### config.mk
export PLATFORM = sky130hd
export DESIGN_NAME = alu_op_sequencer_flat
export DESIGN_NICKNAME = d
export VERILOG_FILES = /design/src/rtl/alu_op_sequencer_if.sv /design/src/rtl/alu_op_sequencer.sv /design/src/flat_wrapper.sv
export SDC_FILE = /design/constraint.sdc
export NUM_CORES = 1
export LEC_CHECK = 0
export CAP_MARGIN = 15
export CORE_UTILIZATION = 48
export CTS_CLUSTER_DIAMETER = 80
export CTS_CLUSTER_SIZE = 8
export DETAILED_ROUTE_END_ITERATION = 7
export GPL_TIMING_DRIVEN = 0
export HOLD_SLACK_MARGIN = 0.12
export PLACE_DENSITY_LB_ADDON = 0.05
export SYNTH_ARGS = -nofsm -noshare
export SYNTH_HDL_FRONTEND = slang
export SYNTH_SLANG_ARGS = --single-unit
### constraint.sdc
create_clock -name clk -period 2.94 [get_ports clk]
set_input_delay 0.588 -clock clk [delete_from_list [all_inputs] [get_ports clk]]
set_output_delay 0.588 -clock clk [all_outputs]
set_load 0.03 [all_outputs]
### src/rtl/alu_op_sequencer_if.sv
// Bus bundle between the instruction source / ALU and the register-to-register
// ALU sequencer. The master side drives instructions, loads and ALU results.
interface alu_op_sequencer_if;
  logic       InsValid;
  logic [7:0] InsWord;
  logic       InsReady;
  logic       LdEn;
  logic [1:0] LdAddr;
  logic [7:0] LdData;
  logic [1:0] RdAddr;
  logic [7:0] RdData;
  logic [1:0] InsSel;
  logic [7:0] ALUinA;
  logic [7:0] ALUinB;
  logic [7:0] ALUout;
  logic       CO;
  logic       Z;
  logic       FlagCO;
  logic       FlagZ;
  logic       Done;

  modport master (
    output InsValid, InsWord, LdEn, LdAddr, LdData, RdAddr, ALUout, CO, Z,
    input  InsReady, RdData, InsSel, ALUinA, ALUinB, FlagCO, FlagZ, Done
  );

  modport slave (
    input  InsValid, InsWord, LdEn, LdAddr, LdData, RdAddr, ALUout, CO, Z,
    output InsReady, RdData, InsSel, ALUinA, ALUinB, FlagCO, FlagZ, Done
  );
endinterface

### src/rtl/alu_op_sequencer.sv
// Three-state sequencer: accepts an instruction, fetches two operands from a
// 4x8 register file onto the ALU pins, then writes the ALU result and flags back.
module alu_op_sequencer (
  input  logic                clk,
  input  logic                rst,
  alu_op_sequencer_if.slave   bus
);
  localparam logic [1:0] IDLE  = 2'd0;
  localparam logic [1:0] FETCH = 2'd1;
  localparam logic [1:0] EXEC  = 2'd2;

  logic [1:0] state_q, state_d;
  logic [7:0] ir_q;
  logic [7:0] rf_q [4];
  logic [1:0] ins_sel_q;
  logic [7:0] alu_a_q, alu_b_q;
  logic       flag_co_q, flag_z_q;
  logic       done_q;
  logic       accept;

  assign bus.InsReady = (state_q == IDLE) && !rst;
  assign accept       = bus.InsValid && bus.InsReady;

  always_comb begin
    state_d = state_q;
    case (state_q)
      IDLE:    if (accept) state_d = FETCH;
      FETCH:   state_d = EXEC;
      EXEC:    state_d = IDLE;
      default: state_d = IDLE;
    endcase
  end

  always_ff @(posedge clk) begin
    if (rst) begin
      state_q   <= IDLE;
      ir_q      <= '0;
      rf_q      <= '{default: '0};
      ins_sel_q <= '0;
      alu_a_q   <= '0;
      alu_b_q   <= '0;
      flag_co_q <= 1'b0;
      flag_z_q  <= 1'b0;
      done_q    <= 1'b0;
    end else begin
      state_q <= state_d;
      done_q  <= 1'b0;
      case (state_q)
        IDLE: begin
          // A load in the accept cycle lands before FETCH reads the file.
          if (bus.LdEn) rf_q[bus.LdAddr] <= bus.LdData;
          if (accept)   ir_q <= bus.InsWord;
        end
        FETCH: begin
          alu_a_q   <= rf_q[ir_q[3:2]];
          alu_b_q   <= rf_q[ir_q[1:0]];
          ins_sel_q <= ir_q[7:6];
        end
        EXEC: begin
          rf_q[ir_q[5:4]] <= bus.ALUout;
          flag_co_q       <= bus.CO;
          flag_z_q        <= bus.Z;
          done_q          <= 1'b1;
        end
        default: ;
      endcase
    end
  end

  assign bus.RdData = rf_q[bus.RdAddr];
  assign bus.InsSel = ins_sel_q;
  assign bus.ALUinA = alu_a_q;
  assign bus.ALUinB = alu_b_q;
  assign bus.FlagCO = flag_co_q;
  assign bus.FlagZ  = flag_z_q;
  assign bus.Done   = done_q;
endmodule
### src/flat_wrapper.sv
// flat-port wrapper written by rule: the top's interface ports become plain ports
module alu_op_sequencer_flat 
  (clk, rst, bus_InsValid, bus_InsWord, bus_LdEn, bus_LdAddr, bus_LdData, bus_RdAddr, bus_ALUout, bus_CO, bus_Z, bus_InsReady, bus_RdData, bus_InsSel, bus_ALUinA, bus_ALUinB, bus_FlagCO, bus_FlagZ, bus_Done);
  alu_op_sequencer_if bus_i ();
  input  logic clk;
  input  logic rst;
  input wire logic [$bits(bus_i.InsValid)-1:0] bus_InsValid;
  input wire logic [$bits(bus_i.InsWord)-1:0] bus_InsWord;
  input wire logic [$bits(bus_i.LdEn)-1:0] bus_LdEn;
  input wire logic [$bits(bus_i.LdAddr)-1:0] bus_LdAddr;
  input wire logic [$bits(bus_i.LdData)-1:0] bus_LdData;
  input wire logic [$bits(bus_i.RdAddr)-1:0] bus_RdAddr;
  input wire logic [$bits(bus_i.ALUout)-1:0] bus_ALUout;
  input wire logic [$bits(bus_i.CO)-1:0] bus_CO;
  input wire logic [$bits(bus_i.Z)-1:0] bus_Z;
  output wire logic [$bits(bus_i.InsReady)-1:0] bus_InsReady;
  output wire logic [$bits(bus_i.RdData)-1:0] bus_RdData;
  output wire logic [$bits(bus_i.InsSel)-1:0] bus_InsSel;
  output wire logic [$bits(bus_i.ALUinA)-1:0] bus_ALUinA;
  output wire logic [$bits(bus_i.ALUinB)-1:0] bus_ALUinB;
  output wire logic [$bits(bus_i.FlagCO)-1:0] bus_FlagCO;
  output wire logic [$bits(bus_i.FlagZ)-1:0] bus_FlagZ;
  output wire logic [$bits(bus_i.Done)-1:0] bus_Done;
  assign bus_i.InsValid = bus_InsValid;
  assign bus_i.InsWord = bus_InsWord;
  assign bus_i.LdEn = bus_LdEn;
  assign bus_i.LdAddr = bus_LdAddr;
  assign bus_i.LdData = bus_LdData;
  assign bus_i.RdAddr = bus_RdAddr;
  assign bus_i.ALUout = bus_ALUout;
  assign bus_i.CO = bus_CO;
  assign bus_i.Z = bus_Z;
  assign bus_InsReady = bus_i.InsReady;
  assign bus_RdData = bus_i.RdData;
  assign bus_InsSel = bus_i.InsSel;
  assign bus_ALUinA = bus_i.ALUinA;
  assign bus_ALUinB = bus_i.ALUinB;
  assign bus_FlagCO = bus_i.FlagCO;
  assign bus_FlagZ = bus_i.FlagZ;
  assign bus_Done = bus_i.Done;
  alu_op_sequencer u_core (.clk(clk), .rst(rst), .bus(bus_i));
endmodule
# Yosys cells after proc, flatten, opt, wreduce, memory -nomap -nowiden
# Cells that the tools add are included.
# word_totals
word_cells	57
input_bits	34
regBits	63
output_inout_bits	30
# op_classes
n_mux	20
eq_ne	4
reduce_logical	9
magnitude_cmp	7
bitwise_logic	5
# op_table
cell	n
bitwise mux 32 bit	2
two-way mux 8 bit	8
case mux 32 bit (2 select lines)	1
binary-select mux 8 bit (select 2 bit)	3
demux 8 bit (select 2 bit)	2
two-way mux 32 bit	1
greater-or-equal comparator 3 bit, second input constant	5
NOT 2 -> 3 bit	5
< comparator 3 x 1 -> 1 bit, second input constant	2
logical AND 1 bit	4
case mux 2 bit (2 select lines)	1
AND reduction 2 bit	2
equality test 2 x 1 -> 1 bit, second input constant	1
equality test 2 bit, second input constant	1
zero test 2 bit	1
two-way mux 2 bit	1
!= test 2 x 1 -> 1 bit, second input constant	1
!= test 2 bit, second input constant	1
nonzero test 2 bit	1
zero test 1 bit	1
two-way mux 1 bit	1

# Depth between registers and ports, before layout
# Gate-level depths: netlist of run 1.
# depth
depth_word	8
depth_mapped	6
mapped_depth_nobuf	4

# Worst setup path after synthesis of run 1
# Ideal clock, no wire load.
# synth_path
path_kind	input port to output port
startpoint	in rst
endpoint	out bus_InsReady
arrival_time_ns	1.664
cell_stages	3
required_time_ns	2.352
setup_slack_ns	0.688
n_path_buf	2
cell_sequence	clkbuf_1 > clkbuf_1 > nor3_1
# synth_between
elab_chain_len	2
# synth_rtl
element	line	source
from (decl)	flat_wrapper.sv:6	input logic rst;
zero test 1 bit	alu_op_sequencer.sv:21	assign bus.InsReady = (state_q == IDLE) && !rst;
logical AND 1 bit	alu_op_sequencer.sv:21	
to (decl)	flat_wrapper.sv:16	output wire logic [$bits(bus_i.InsReady)-1:0] bus_InsReady;
# No other way between the ends.

# Final worst setup path of run 1
# layout_path
startpoint	in bus_RdAddr[0]
endpoint	out bus_RdData[7]
# layout_between
elab_chain_len	4
# layout_rtl
element	line	source
from (decl)	flat_wrapper.sv:12	input wire logic [$bits(bus_i.RdAddr)-1:0] bus_RdAddr;
NOT 2 -> 3 bit (not written as such)	alu_op_sequencer.sv:70	assign bus.RdData = rf_q[bus.RdAddr];
binary-select mux 8 bit (select 2 bit)	alu_op_sequencer.sv:70	
two-way mux 8 bit (not written as such) (2 in series)	alu_op_sequencer.sv:70	
to (decl)	flat_wrapper.sv:17	output wire logic [$bits(bus_i.RdData)-1:0] bus_RdData;
# No other way between the ends. The select of a mux whose other input is x is not followed.

==> metrics.md, run 1 <==
| Metric | Value |
|---|---|
| Finish-stage setup viols | `0` |
| Largest net degree at the start of global routing | `12` |
| First-pass GRT wire length | `~14000 µm` |
| Synth Register Bits | `63` |
| R2R Path End | `u_core.rf_q[23]$_SDFFE_PP0P_` |
| Switching share of power | `a little over a quarter` |
| I/O Buffers | `slightly above 60` |
| Power Dens Cells | `just under 500 mW/mm²` |
| Reg clk slew, reported paths | `about 70 ps` |
| Worst Hold Launch | `u_core.bus.ALUinB[4]$_SDFFE_PP0N_` |
| Peak supply drop | `roughly 0.36 mV` |
| Wire per inst | `17.6 µm` |
| Crit path largest cell delay | `610 ps` |
| Sequential power share | `between 40% and 50%` |
| Required time of the critical path | `approximately 2400 ps` |
| Router iterations before antenna repair | `5` |
| Drt drc | `0` |
| Layout cell share with drive strength beyond 1 | `just over 20%` |
| Crit end category | `output pin` |
| Initial antenna violation count | `0` |
| Rows | `30` |
| Class of the tightest hold or removal check | `reg -> reg` |
| Combinational share of power | `between 10% and 20%` |
| Mapped Cells | `between 300 and 400` |
| CP bufs+invs | `2` |
| Clk_skew | `4.87 ps` |
| Die ar. | `about 0.0073 mm²` |
| NetSw | `0.569 mW` |
| Max-cap violations | `0` |
| Final Power | `~2.1 mW` |
| DIE HEIGHT | `roughly 86 µm` |
| # H-tree levels | `3` |
| Final Wtd Congestion | `approximately 0.9` |
| Root Driver | `clkbuf_8` |
| Clock sink count | `63` |
| Initial Utilization | `49.4%` |
| Most frequent cells in the layout | `dfxtp_1 (63), clkdlybuf4s50_1 (60), nor2_1 (39)` |
| Pint | `roughly 1.5 mW` |
| Clock latency on the worst-skew pair | `about 340 ps` |
| Final Hold Fails | `0` |
| Post-Layout Cell Count | `between 500 and 600` |
| Die Wd | `85.7 µm` |
| Final ANT Viol Nets | `0` |
| Core Area | `approximately 0.0068 mm²` |
| Commonest non-fill, non-tap cell in the layout | `dfxtp_1` |
| Ant diodes | `0` |
| WL final | `between 8000 and 9000 µm` |
| Layout Nets | `438` |
| Critical Path Fanout Max | `8` |
| RSZ-0062 raised after global routing | `no` |
| Drt initial violations | `approximately 190` |
| Post-CTS Setup Bufs | `0` |
| Dpl ws | `-457 ps` |
| Worst path depth | `3` |
| Total global routing overflow | `0` |
| Netlist Area Pre-Place | `0.00336 mm²` |
| Clk pwr share | `a little under two fifths` |
| Startpoint types | `input port` |
| CP endpoint | `bus_RdData[7]` |
| Actual slew at the worst max-slew pin | `637 ps` |
| CTS tree | `built` |
| Share of the yosys chip area belonging to registers | `between 30% and 40%` |
| Tmin final | `around 2800 ps` |
| Placed Cells | `489` |
| Slowest cell on the critical path | `clkdlybuf4s50_1` |
| Critical Path AT | `between 2000 and 2500 ps` |
| Synthesized net count | `366` |
| TritonCTS buffer count | `9` |
| Syn. warnings | `0` |
| Post-detail-place hpwl | `just under 7000 µm` |
| Reg2reg setup slack | `between 1000 and 1500 ps` |
| Worst Path Class, Setup | `in -> out` |
| Setup ws final | `141 ps` |
| Syn avg cell area | `slightly above 10 µm²` |
| Final core utilization | `between 60% and 70%` |
| Status | `complete, no violations` |
| Distinct cells, synth | `33` |
| CP startpoint | `bus_RdAddr[0]` |
| Worst reg2reg startpoint | `u_core.state_q[1]$_SDFFE_PP0P_` |
| Cell family with the largest share of critical-path delay | `buffers and inverters` |
| Number of global-route vias before repair | `between 2000 and 3000` |
| Worst-path cell chain | `clkbuf_1, mux4_2, clkdlybuf4s50_1` |
| Relative slew slack | `a little under three fifths` |
| Fmax | `357 MHz` |
| Path depth of the worst reg2reg path | `5` |
| Area grow syn2layout | `28.0%` |
| Final hold slack | `~470 ps` |
| Vias per std cell | `5.96` |
| Max-slew violation count | `0` |
| Tcrit/Tclk final | `between 90% and 100%` |
| Clock Tree Buf Depth | `2` |
| Num ports | `64` |
| DR vias | `~3000` |
| Pleak | `1.46 nW` |
| Total GRT Usage | `25.8%` |
area by class of cell:
cell class | instances | area (µm²)
fillers | 580 | 2490
multi-input cells | 229 | 1870
flip-flops and latches | 63 | 1260
repair buffers | 61 | 609
plain buffers | 39 | 216
clock buffers | 11 | 151
well taps | 96 | 120
clock inverters | 5 | 56.3
inverters | 1 | 16.3
worst min-delay path by stage:
stage	to	cells past startpoint
global placement	u_core.ir_q[6]$_SDFFE_PP0P_	2
finish	u_core.bus.ALUinB[4]$_SDFFE_PP0N_	1
detailed placement	u_core.bus.ALUinB[4]$_SDFFE_PP0N_	1
floorplan	u_core.ir_q[6]$_SDFFE_PP0P_	2
global route	u_core.bus.ALUinB[4]$_SDFFE_PP0N_	1
CTS	u_core.ir_q[7]$_SDFFE_PP0P_	2
per-layer routing:
metal	track usage [%]	up-vias	routed length [µm]
met5	0	-	0
li1	-	1446	-
met2	39.1	136	4050
met1	36.9	1413	4160
met4	9.39	0	125
met3	4.81	13	574
through the flow:
step / cell area, µm² / setup TNS (ps)
detailed placement: 4090 / -457
finish: 4300 / 0
CTS: 4300 / 0
floorplan: 3360 / 0
global placement: 4090 / -451
global route: 4300 / 0
power by group through the flow:
stage	Clock, mW	Sequential (mW)	Combinational, mW
after floorplan	0	0.945	0.234
after global placement	0	0.944	0.371
after detailed placement	0	0.945	0.375
after CTS	0.795	0.926	0.376
after global routing	0.840	0.932	0.405
final	0.776	0.927	0.377
state kept, by name (all words and copies together) (netlist names):
name	cells
u_core.rf_q	32
u_core.bus.ALUinA	8
u_core.state_q	2
u_core.ir_q	8
u_core.bus.FlagZ	1
u_core.bus.Done	1
u_core.bus.FlagCO	1
u_core.bus.InsSel	2
u_core.bus.ALUinB	8
synth_stat cells:
library cell	instances	area, µm²
a221oi_1	32	280
clkinv_8	1	16.3
a21oi_2	8	70.1
buf_2	11	55.1
nor3_1	1	5.00
mux2i_1	4	40.0
mux4_2	24	541
nand2_1	13	48.8
nand4bb_1	1	11.3
nand2b_1	4	25.0
clkbuf_1	14	52.6
or4bb_1	1	11.3
clkbuf_2	1	5.00
or4b_1	1	10.0
nor4bb_1	2	20.0
buf_1	5	18.8
or4b_4	1	13.8
nor2b_1	3	18.8
nand3_1	32	160
nor4b_4	1	23.8
nor2_1	39	146
and2_1	1	6.26
buf_4	2	15.0
nor3b_2	1	12.5
nand4b_1	1	8.76
o22ai_1	32	200
nand2_2	8	50.1
a22o_1	16	140
and4b_1	1	10.0
dfxtp_1	63	1260
or2_2	1	6.26
or3b_1	1	8.76
buf_6	6	67.6
what timing repair did:
action | in CTS | in global routing
gates resized for setup | 3 | 0
endpoints found under the setup margin | 1 | 0
hold buffers | 0 | 0
cells by family (layout without fill, tap and decap cells):
group                  Yosys count  in the layout  share of synthesized area, %
buffers and inverters           40            117                          6.85
AOI/OAI and AO/OA               88             88                          20.6
and+or+nand+nor                113            113                          17.8
muxes                           28             28                          17.3
DFF                             63             63                          37.5
(Power assumes the default switching activity.)
==> run 2, diff against run 1 <==
--- a/config.mk
+++ b/config.mk
@@ -6,7 +6,7 @@
 export NUM_CORES = 1
 export LEC_CHECK = 0
 export CAP_MARGIN = 15
-export CORE_UTILIZATION = 48
+export CORE_UTILIZATION = 56
 export CTS_CLUSTER_DIAMETER = 80
 export CTS_CLUSTER_SIZE = 8
 export DETAILED_ROUTE_END_ITERATION = 7
==> run 2 against run 1 <==
Design area shrank 0.61%. Highest routed layer unchanged. First-iteration DRC count grew 12%. Die area shrank 14%. Critical path depth grew 2. Non-clock buffer count is the same. Sequential cell count is the same. Sequential share of layout area grew 0.18 points.
==> metrics.md, run 2 (synthesis results as in run 1) <==
| Metric | Value |
|---|---|
| CTS Hold Bufs | `0` |
| Peak supply drop | `approximately 0.43 mV` |
| # H-tree levels | `3` |
| Worst Hold Launch | `u_core.ir_q[6]$_SDFFE_PP0P_` |
| Initial Utilization | `~60%` |
| Vias per std cell | `~6.5` |
| First-pass GRT wire length | `14800 µm` |
| Pleak | `1.46 nW` |
| Sequential cell area | `0.00126 mm²` |
| Drt drc | `0` |
| Cell family with the largest share of critical-path delay | `buffers and inverters` |
| Critical Path AT | `about 2300 ps` |
| Reg2reg setup slack | `between 1000 and 1500 ps` |
| Most frequent cells in the layout | `dfxtp_1 (63), clkdlybuf4s50_1 (60), nor2_1 (39)` |
| Die ar. | `between 0.006 and 0.007 mm²` |
| Crit end category | `output pin` |
| Final ANT Viol Nets | `0` |
| Fillers | `between 400 and 500` |
| Placed Area | `0.00406 mm²` |
| Hold Path End | `u_core.ir_q[6]$_SDFFE_PP0P_` |
| Worst reg2reg startpoint | `u_core.state_q[1]$_SDFFE_PP0P_` |
| Total global routing overflow | `0` |
| Router iterations before antenna repair | `7` |
| Final Hold Fails | `0` |
| Worst Path Class, Setup | `in -> out` |
| Required time of the critical path | `approximately 2400 ps` |
| Die Wd | `79.5 µm` |
| Max-cap violations | `0` |
| Crit-path most repeated cell | `clkbuf_2` |
| Worst-path cell chain | `clkdlybuf4s50_1, clkbuf_2, clkbuf_2, nor3_1, dlygate4sd2_1` |
| Max reg flops | `32` |
| Post-Layout Cell Count | `between 400 and 500` |
| Fin area | `roughly 0.0043 mm²` |
| Layout cell share with drive strength beyond 1 | `between 10% and 20%` |
| Dpl ws | `-491 ps` |
| Final core utilization | `around three quarters` |
| Top reg by flops | `u_core.rf_q` |
| Placed Cells | `465` |
| Setup ws final | `99.7 ps` |
| Hold Path Depth | `2` |
| Tmin final | `2840 ps` |
| Startpoint types | `input port` |
| RSZ-0062 raised after global routing | `no` |
| Largest net degree at the start of global routing | `11` |
| Number of global-route vias before repair | `2860` |
| Slowest cell on the critical path | `clkdlybuf4s50_1` |
| Status | `complete, no violations` |
| Commonest non-fill, non-tap cell in the layout | `dfxtp_1` |
| CP bufs+invs | `4` |
| Root Driver | `clkbuf_8` |
| Initial antenna violation count | `0` |
| Fmax | `roughly 350 MHz` |
| Clk_skew | `9.16 ps` |
| DIE HEIGHT | `~79 µm` |
| Finish-stage setup viols | `0` |
| Total GRT Usage | `approximately 31%` |
| Num ports | `between 60 and 70` |
| DR vias | `3140` |
| Critical Path Fanout Max | `10` |
| Layout Nets | `438` |
| R2R Path End | `u_core.rf_q[18]$_SDFFE_PP0P_` |
| Class of the tightest hold or removal check | `reg -> reg` |
| Reg clk slew, reported paths | `about 60 ps` |
| Drt initial violations | `between 200 and 250` |
| Final Wtd Congestion | `0.901` |
| Post-detail-place hpwl | `slightly below 7000 µm` |
| Max-slew violation count | `0` |
| Core Area | `0.00564 mm²` |
| Area grow syn2layout | `27.2%` |
| Relative slew slack | `58.9%` |
| CTS tree | `built` |
| Clock sink count | `63` |
| Crit path largest cell delay | `between 500 and 600 ps` |
| Footprint of the multi-input gates | `~0.0019 mm²` |
| Clock Tree Buf Depth | `2` |
| Rows | `27` |
| TritonCTS buffer count | `9` |
| Path depth of the worst reg2reg path | `5` |
| Power Dens Cells | `between 400 and 500 mW/mm²` |
| Clock latency on the worst-skew pair | `340 ps` |
| Ant diodes | `0` |
| Wire per inst | `roughly 19 µm` |
| Actual slew at the worst max-slew pin | `between 600 and 700 ps` |
| Tcrit/Tclk final | `approximately 97%` |
| I/O Buffers | `between 60 and 70` |
| WL final | `approximately 9100 µm` |
run 2: cell types whose count changed in the layout (fill, tap and decap cells not counted), sizes merged:
cell / delta
bufinv: +1
clkinv: -1
clkinvlp: -1
run 2: final cells by class:
type	count	share of cell area [%]
Clock inverter	4	1.64
Buffer	39	5.07
Sequential cell	63	29.5
Multi-Input combinational cell	229	43.7
Tap cell	72	2.11
Clock buffer	11	3.31
Timing Repair Buffer	61	14.3
Inverter	1	0.381
run 2: power by group:
| part | internal (mW) | total [mW] | switching (mW) |
|---|---|---|---|
| sequential | 0.892 | 0.931 | 0.0383 |
| combinational | 0.183 | 0.380 | 0.196 |
| clock | 0.493 | 0.821 | 0.328 |
| total | 1.57 | 2.13 | 0.562 |
run 2: worst reg2reg max path: cells and delay by family, from the launching register on:
kind            cells  cell delay [ps]
flops               1              450
buf+inv             2              400
simple gates        1              390
compound gates      2              310
run 2: how the worst max path moves through the flow:
stage                       start       endpoint  cells past startpoint
floorplan                     rst   bus_InsReady                      3
global placement              rst   bus_InsReady                      5
detailed placement            rst   bus_InsReady                      5
CTS                 bus_RdAddr[0]  bus_RdData[2]                      3
global route        bus_RdAddr[0]  bus_RdData[1]                      3
finish                        rst   bus_InsReady                      5
run 2: per-stage QoR:
| step | hold WS (ps) | total power, mW | TNS [ps] |
|---|---|---|---|
| final | 479 | 2.13 | 0 |
| after global routing | 504 | 2.21 | 0 |
| after CTS | 478 | 2.13 | 0 |
| after detailed placement | 461 | 1.32 | -491 |
| after global placement | 457 | 1.31 | -448 |
| after floorplan | 447 | 1.18 | 0 |
run 2: timing repair:
item	in CTS	in global routing
buffers inserted	0	0
endpoints found under the setup margin	1	0
gates resized for setup	3	0
run 2: routing by layer:
metal	GRT usage [%]	up-vias	wire length (µm)
li1	-	1451	-
met1	41.6	1505	3870
met2	49.6	170	4320
met3	8.34	14	829
met4	8.36	0	112
met5	0	-	0
